[src/rtl/hub_link_pkg.sv]
// Shared defaults for the hub/leaf link bridge: word width, per-direction depth
// and the drain-hold reload value that stretches message-flying after the last word.
package hub_link_pkg;
   localparam int         HUB_FIFO_PHYSICAL_WIDTH_DEF = 64;
   localparam int         LINK_FIFO_DEPTH_DEF         = 4;
   localparam logic [1:0] DRAIN_HOLD_RELOAD           = 2'd2;
endpackage

[src/rtl/link_fifo.sv]
// One direction of the link: DEPTH-word FIFO, 1-cycle push-to-pop latency.
// Backpressure: push_ready = !full from registered count only; pop side valid = !empty.
module link_fifo
   import hub_link_pkg::*;
#(
   parameter int WIDTH = HUB_FIFO_PHYSICAL_WIDTH_DEF,
   parameter int DEPTH = LINK_FIFO_DEPTH_DEF
) (
   input  logic             clk,
   input  logic             reset,
   input  logic [WIDTH-1:0] push_data,
   input  logic             push_valid,
   output logic             push_ready,
   output logic [WIDTH-1:0] pop_data,
   output logic             pop_valid,
   input  logic             pop_ready
);
   localparam int PTR_W = $clog2(DEPTH);
   localparam int CNT_W = $clog2(DEPTH + 1);

   logic [WIDTH-1:0] mem [DEPTH];
   logic [PTR_W-1:0] wr_ptr;
   logic [PTR_W-1:0] rd_ptr;
   logic [CNT_W-1:0] count;
   logic             push_fire;
   logic             pop_fire;

   assign push_ready = (count != CNT_W'(DEPTH));
   assign pop_valid  = (count != '0);
   assign pop_data   = mem[rd_ptr];
   assign push_fire  = push_valid && push_ready;
   assign pop_fire   = pop_valid && pop_ready;

   // Pointers wrap naturally because DEPTH is a power of two.
   always_ff @(posedge clk or posedge reset) begin
      if (reset) begin
         wr_ptr <= '0;
         rd_ptr <= '0;
         count  <= '0;
      end else begin
         if (push_fire) wr_ptr <= wr_ptr + 1'b1;
         if (pop_fire)  rd_ptr <= rd_ptr + 1'b1;
         case ({push_fire, pop_fire})
            2'b10:   count <= count + 1'b1;
            2'b01:   count <= count - 1'b1;
            default: count <= count;
         endcase
      end
   end

   always_ff @(posedge clk) begin
      if (push_fire) mem[wr_ptr] <= push_data;
   end
endmodule

[src/rtl/hub_link_bridge.sv]
// Hub<->leaf bridge: two link_fifo lanes (1-cycle latency, ready = !full) plus leaf status
// relay with drain-hold on message-flying; HUB_LINK_STATS_EN adds saturating word counters.
module hub_link_bridge
   import hub_link_pkg::*;
#(
   parameter int HUB_FIFO_PHYSICAL_WIDTH = HUB_FIFO_PHYSICAL_WIDTH_DEF,
   parameter int LINK_FIFO_DEPTH         = LINK_FIFO_DEPTH_DEF
) (
   input  logic                               clk,
   input  logic                               reset,
   input  logic [HUB_FIFO_PHYSICAL_WIDTH-1:0] hub_tx_data,
   input  logic                               hub_tx_valid,
   output logic                               hub_tx_ready,
   output logic [HUB_FIFO_PHYSICAL_WIDTH-1:0] leaf_tx_data,
   output logic                               leaf_tx_valid,
   input  logic                               leaf_tx_ready,
   input  logic [HUB_FIFO_PHYSICAL_WIDTH-1:0] leaf_rx_data,
   input  logic                               leaf_rx_valid,
   output logic                               leaf_rx_ready,
   output logic [HUB_FIFO_PHYSICAL_WIDTH-1:0] hub_rx_data,
   output logic                               hub_rx_valid,
   input  logic                               hub_rx_ready,
   input  logic                               leaf_has_message_flying,
   input  logic                               leaf_has_odd_clusters,
   output logic                               hub_has_message_flying,
   output logic                               hub_has_odd_clusters
`ifdef HUB_LINK_STATS_EN
   ,
   output logic [31:0]                        tx_word_count,
   output logic [31:0]                        rx_word_count
`endif
);
   logic [1:0] flag_ff;
   logic [1:0] drain_cnt;
   logic       busy;

   link_fifo #(.WIDTH(HUB_FIFO_PHYSICAL_WIDTH), .DEPTH(LINK_FIFO_DEPTH)) u_tx_fifo (
      .clk        (clk),
      .reset      (reset),
      .push_data  (hub_tx_data),
      .push_valid (hub_tx_valid),
      .push_ready (hub_tx_ready),
      .pop_data   (leaf_tx_data),
      .pop_valid  (leaf_tx_valid),
      .pop_ready  (leaf_tx_ready)
   );

   link_fifo #(.WIDTH(HUB_FIFO_PHYSICAL_WIDTH), .DEPTH(LINK_FIFO_DEPTH)) u_rx_fifo (
      .clk        (clk),
      .reset      (reset),
      .push_data  (leaf_rx_data),
      .push_valid (leaf_rx_valid),
      .push_ready (leaf_rx_ready),
      .pop_data   (hub_rx_data),
      .pop_valid  (hub_rx_valid),
      .pop_ready  (hub_rx_ready)
   );

   // Anything inside or arriving at the bridge keeps the hub from seeing quiescence.
   assign busy = flag_ff[0] | leaf_tx_valid | hub_rx_valid | hub_tx_valid | leaf_rx_valid;

   assign hub_has_message_flying = busy | (drain_cnt != 2'd0);
   assign hub_has_odd_clusters   = flag_ff[1];

   always_ff @(posedge clk or posedge reset) begin
      if (reset) begin
         flag_ff   <= 2'b00;
         drain_cnt <= 2'd0;
      end else begin
         flag_ff <= {leaf_has_odd_clusters, leaf_has_message_flying};
         if (busy)                  drain_cnt <= DRAIN_HOLD_RELOAD;
         else if (drain_cnt != 2'd0) drain_cnt <= drain_cnt - 2'd1;
      end
   end

`ifdef HUB_LINK_STATS_EN
   always_ff @(posedge clk or posedge reset) begin
      if (reset) begin
         tx_word_count <= 32'd0;
         rx_word_count <= 32'd0;
      end else begin
         if (leaf_tx_valid && leaf_tx_ready && (tx_word_count != 32'hFFFF_FFFF))
            tx_word_count <= tx_word_count + 32'd1;
         if (hub_rx_valid && hub_rx_ready && (rx_word_count != 32'hFFFF_FFFF))
            rx_word_count <= rx_word_count + 32'd1;
      end
   end
`endif
endmodule

[config.mk]
export PLATFORM = sky130hd
export DESIGN_NAME = hub_link_bridge
export DESIGN_NICKNAME = d
export VERILOG_FILES = /design/src/rtl/hub_link_pkg.sv /design/src/rtl/link_fifo.sv /design/src/rtl/hub_link_bridge.sv
export SDC_FILE = /design/constraint.sdc
export NUM_CORES = 1
export LEC_CHECK = 0
export ABC_AREA = 1
export CAP_MARGIN = 30
export CELL_PAD_IN_SITES_DETAIL_PLACEMENT = 2
export CELL_PAD_IN_SITES_GLOBAL_PLACEMENT = 2
export CORE_ASPECT_RATIO = 1.5
export CORE_UTILIZATION = 36
export CTS_BUF_LIST = sky130_fd_sc_hd__clkbuf_8
export DETAILED_ROUTE_END_ITERATION = 16
export PLACE_DENSITY_LB_ADDON = 0.1
export RECOVER_POWER = 50
export SETUP_SLACK_MARGIN = 0.1
export SLEW_MARGIN = 0
export SYNTH_ARGS = -nofsm -noshare
export SYNTH_HDL_FRONTEND = slang
export SYNTH_SLANG_ARGS = --single-unit
[constraint.sdc]
create_clock -name clk -period 4 [get_ports clk]
set_input_delay 0.4 -clock clk [delete_from_list [all_inputs] [get_ports clk]]
set_output_delay 0.4 -clock clk [all_outputs]
set_load 0.02 [all_outputs]
==> results.py <==
metrics = {
    "global_route": {
        "grtUsageTotal": 0.1953,
        "grt.met3_usage": 0.05816,
        "grt_max_degree": 68,
        "grt_pass1_vias": 14120,
        "top_usage_layer": "met2",
        "use_met1": 0.2135,
        "grt_pass1_wl_mm": 83.25,
        "overflow": 0,
        "antenna_found_initial": 17,
        "use_met2": 0.3609,
    },
    "clock_network": {
        "clk_latency_ps": 650,
        "hold_buffers": 0,
        "clk_path_buf_depth": 3,
        "cts_buffers": 82,
        "tritoncts": "done",
        "path_clk_slew_ps": 60,
        "htreeDepth": 3,
        "cts_num_sinks": 530,
        "cts_root_buffer": "clkbuf_8",
    },
    "logic_synthesis": {
        "syn_nets": 1506,
        "ys_seq_area_frac": 0.7903,
        "async_flop_share": 0.03396,
        "synthFlopType": "edfxtp_1",
        "yosysMostFrequentCell": "edfxtp_1",
        "synth_edf_count": 512,
        "avgSynthCellArea_sq_um": 14.75,
        "yosys-top-cells-count": "512 x edfxtp_1, 270 x nor2_1, 161 x o21ai_0",
        "yosysUniqueCellTypes": 28,
        "yosys_warnings": 0,
        "synth_largest_area_cell": "edfxtp_1",
        "synthCells": 1358,
        "synth.area.top_cells": "edfxtp_1 77%, nor2_1 5.1%, o21ai_0 4.0%",
        "ys_ff_latch": 530,
        "synth.top_cell.area_share": 0.7678,
        "syn_area_sq_mm": 0.02002,
    },
    "worst_hold_path": {
        "hold_end": "flag_ff[0]",
        "hp-start": "leaf_has_message_flying",
        "hold_class": "primary input to flop",
        "min_path_cells": 1,
    },
    "critical_path": {
        "worstPathRequired_ps": 3600,
        "crit_family": "buffers and inverters",
        "path_max_fanout": 58,
        "path_class": "flop to primary output",
        "crit_buf_inv": 3,
        "ff2ff_setup_slack_ps": 1110,
        "cp.arrival_ps": 3200,
        "start_kind": "flop",
        "cp_slowest_cell": "dfrtp_4",
        "end_kind": "primary output",
        "crit_chain": "inv_6 -> buf_12 -> o21ai_1 -> o22ai_1 -> clkdlybuf4s50_1",
        "r2r-end": "u_tx_fifo.mem[0][26]",
        "worstReg2RegStart": "u_tx_fifo.count[0]",
        "slowest_delay_ps": 660,
        "reg2reg_depth": 5,
    },
    "pwr": {
        "p_per_area_mw_per_mm2": 812.7,
        "ir_drop_mv": 0.3781,
        "p_leak_uw": 0.008328,
    },
    "die": {
        "die_area_sq_mm": 0.05659,
        "dieHeight_microns": 290.9,
        "core_sq_mm": 0.05478,
        "initial_core_util": 0.3655,
        "die_w_microns": 194.6,
        "num_rows": 105,
        "boundaryPins": 270,
    },
    "sta": {
        "hold_ws_ps": 310.0,
        "max_freq_mhz": 278.1,
        "slew_violations": 17,
        "tightest_slew_ps": 1720,
        "grt_setup_unrepaired": "no",
        "finalCriticalPeriod_ps": 3596,
        "final.setup.tns_ps": 0,
        "finalSetupViolations": 0,
        "fin_crit_sh": 0.8991,
        "maxSlewHeadroom": -0.1508,
        "finalHoldViolCount": 0,
        "finClkSkew_ps": 22.63,
    },
    "placement": {
        "portBuffers": 269,
        "gp_congestion": 0.7188,
        "dpl.hpwl_mm": 32.97,
        "dpl-instance-area_sq_mm": 0.02343,
        "place_inst": 2264,
    },
    "drt": {
        "viasPerCell": 5.162,
        "initialDrtViolationCount": 441,
        "drtAntennaViolNets": 0,
        "drt_first_pass_iters": 4,
        "routedWlPerCell_microns": 22.60,
        "drc": 0,
        "via_count": 12460,
        "wirelength_mm": 54.53,
    },
    "finish": {
        "stdcell_count": 2413,
        "synthToLayoutAreaGrowth_pct": 24.59,
        "final_cell_area_sq_mm": 0.02495,
        "drive_gt1_frac": 0.08688,
        "final_util": 0.4554,
        "num-nets-final": 1801,
    },
    "outcome": {
        "violations": "max-capacitance violations, max-slew violations",
        "status": "finished, violations left",
    },
    "flow_run": {
        "max-cap-violations": 1,
    },
}
-- worst max path at each step --
stage,from,cells past startpoint,endpoint
after global routing,u_tx_fifo.rd_ptr[0],5,leaf_tx_data[48]
after global placement,u_tx_fifo.rd_ptr[0],5,leaf_tx_data[48]
after detailed placement,u_tx_fifo.rd_ptr[0],5,leaf_tx_data[48]
after floorplan,u_rx_fifo.count[1],4,u_rx_fifo.mem[0][0]
after CTS,u_tx_fifo.rd_ptr[0],5,leaf_tx_data[48]
final,u_tx_fifo.rd_ptr[0],5,leaf_tx_data[48]
-- area by class of cell --
| type | count | area (sq um) |
|---|---|---|
| Clock buffer | 87 | 1197 |
| Timing Repair Buffer | 293 | 3023 |
| Fill cell | 5273 | 29830 |
| Multi-Input combinational cell | 716 | 3533 |
| Inverter | 30 | 120.1 |
| Antenna cell | 3 | 7.507 |
| Tap cell | 695 | 869.6 |
| Clock inverter | 59 | 362.8 |
| Sequential cell | 530 | 15840 |
-- through the flow --
step	worst slack (ps)	power, uW
2_1_floorplan	-34.71	12450
3_3_place_gp	1005	16080
3_5_place_dp	890.9	16310
4_1_cts	146.3	20780
5_1_grt	245.3	21470
6_report	403.6	20280
-- placed cells by master, fill, tap and decap left out, types with 7 or more instances in the layout --
master,Yosys,final
dlygate4sd3_1,0,131
o21ai_1,99,99
o22ai_1,128,128
ha_1,10,10
nand2_1,21,23
edfxtp_1,512,512
buf_4,9,12
clkinv_2,0,12
o21ai_0,161,161
dfrtp_1,18,14
inv_1,26,50
clkdlybuf4s50_1,0,138
clkinv_1,1,12
nand3_1,7,7
nor2_1,270,268
buf_12,0,12
clkbuf_8,0,87
-- where the power goes --
part | switching (uW) | total, uW | internal [uW]
Clock | 2130 | 4360 | 2230
Combinational | 5150 | 8170 | 3020
Sequential | 431 | 7750 | 7310
-- worst reg2reg max path, delay by kind of cell (launching register included) --
kind / cells / cell delay, ps
DFF: 1 / 410
and+or+nand+nor: 4 / 1690
buffers and inverters: 1 / 400
-- registers in the layout, summed over array words and instances (netlist names) --
signal,flops
u_tx_fifo.mem,256
u_rx_fifo.wr_ptr,2
u_rx_fifo.rd_ptr,2
u_tx_fifo.count,3
u_rx_fifo.mem,256
u_rx_fifo.count,3
drain_cnt,2
u_tx_fifo.wr_ptr,2
u_tx_fifo.rd_ptr,2
flag_ff,2
-- repair_timing --
item | CTS | global route
setup endpoints to repair | 0 | 1
setup buffers | 0 | 0
resized for setup | 0 | 1
-- logic make-up (layout without fill, tap and decap cells) --
kind of cell / count (synthesis) / count (layout) / share of synthesized area
DFF: 530 / 530 / 0.7903
buffers and inverters: 112 / 469 / 0.03349
and+or+nand+nor: 306 / 306 / 0.05923
AOI/OAI and AO/OA: 392 / 392 / 0.1061
other: 0 / 3 / 0
adders and majority gates: 12 / 12 / 0.008248
xor gates and xnor gates: 6 / 6 / 0.002624
-- layer usage --
layer | share of wire | up-vias
li1 | - | 5684
met1 | 0.38 | 6375
met2 | 0.54 | 277
met3 | 0.058 | 97
met4 | 0.017 | 22
met5 | 0.0025 | -
No activity file was read; power rests on OpenSTA's default activity.
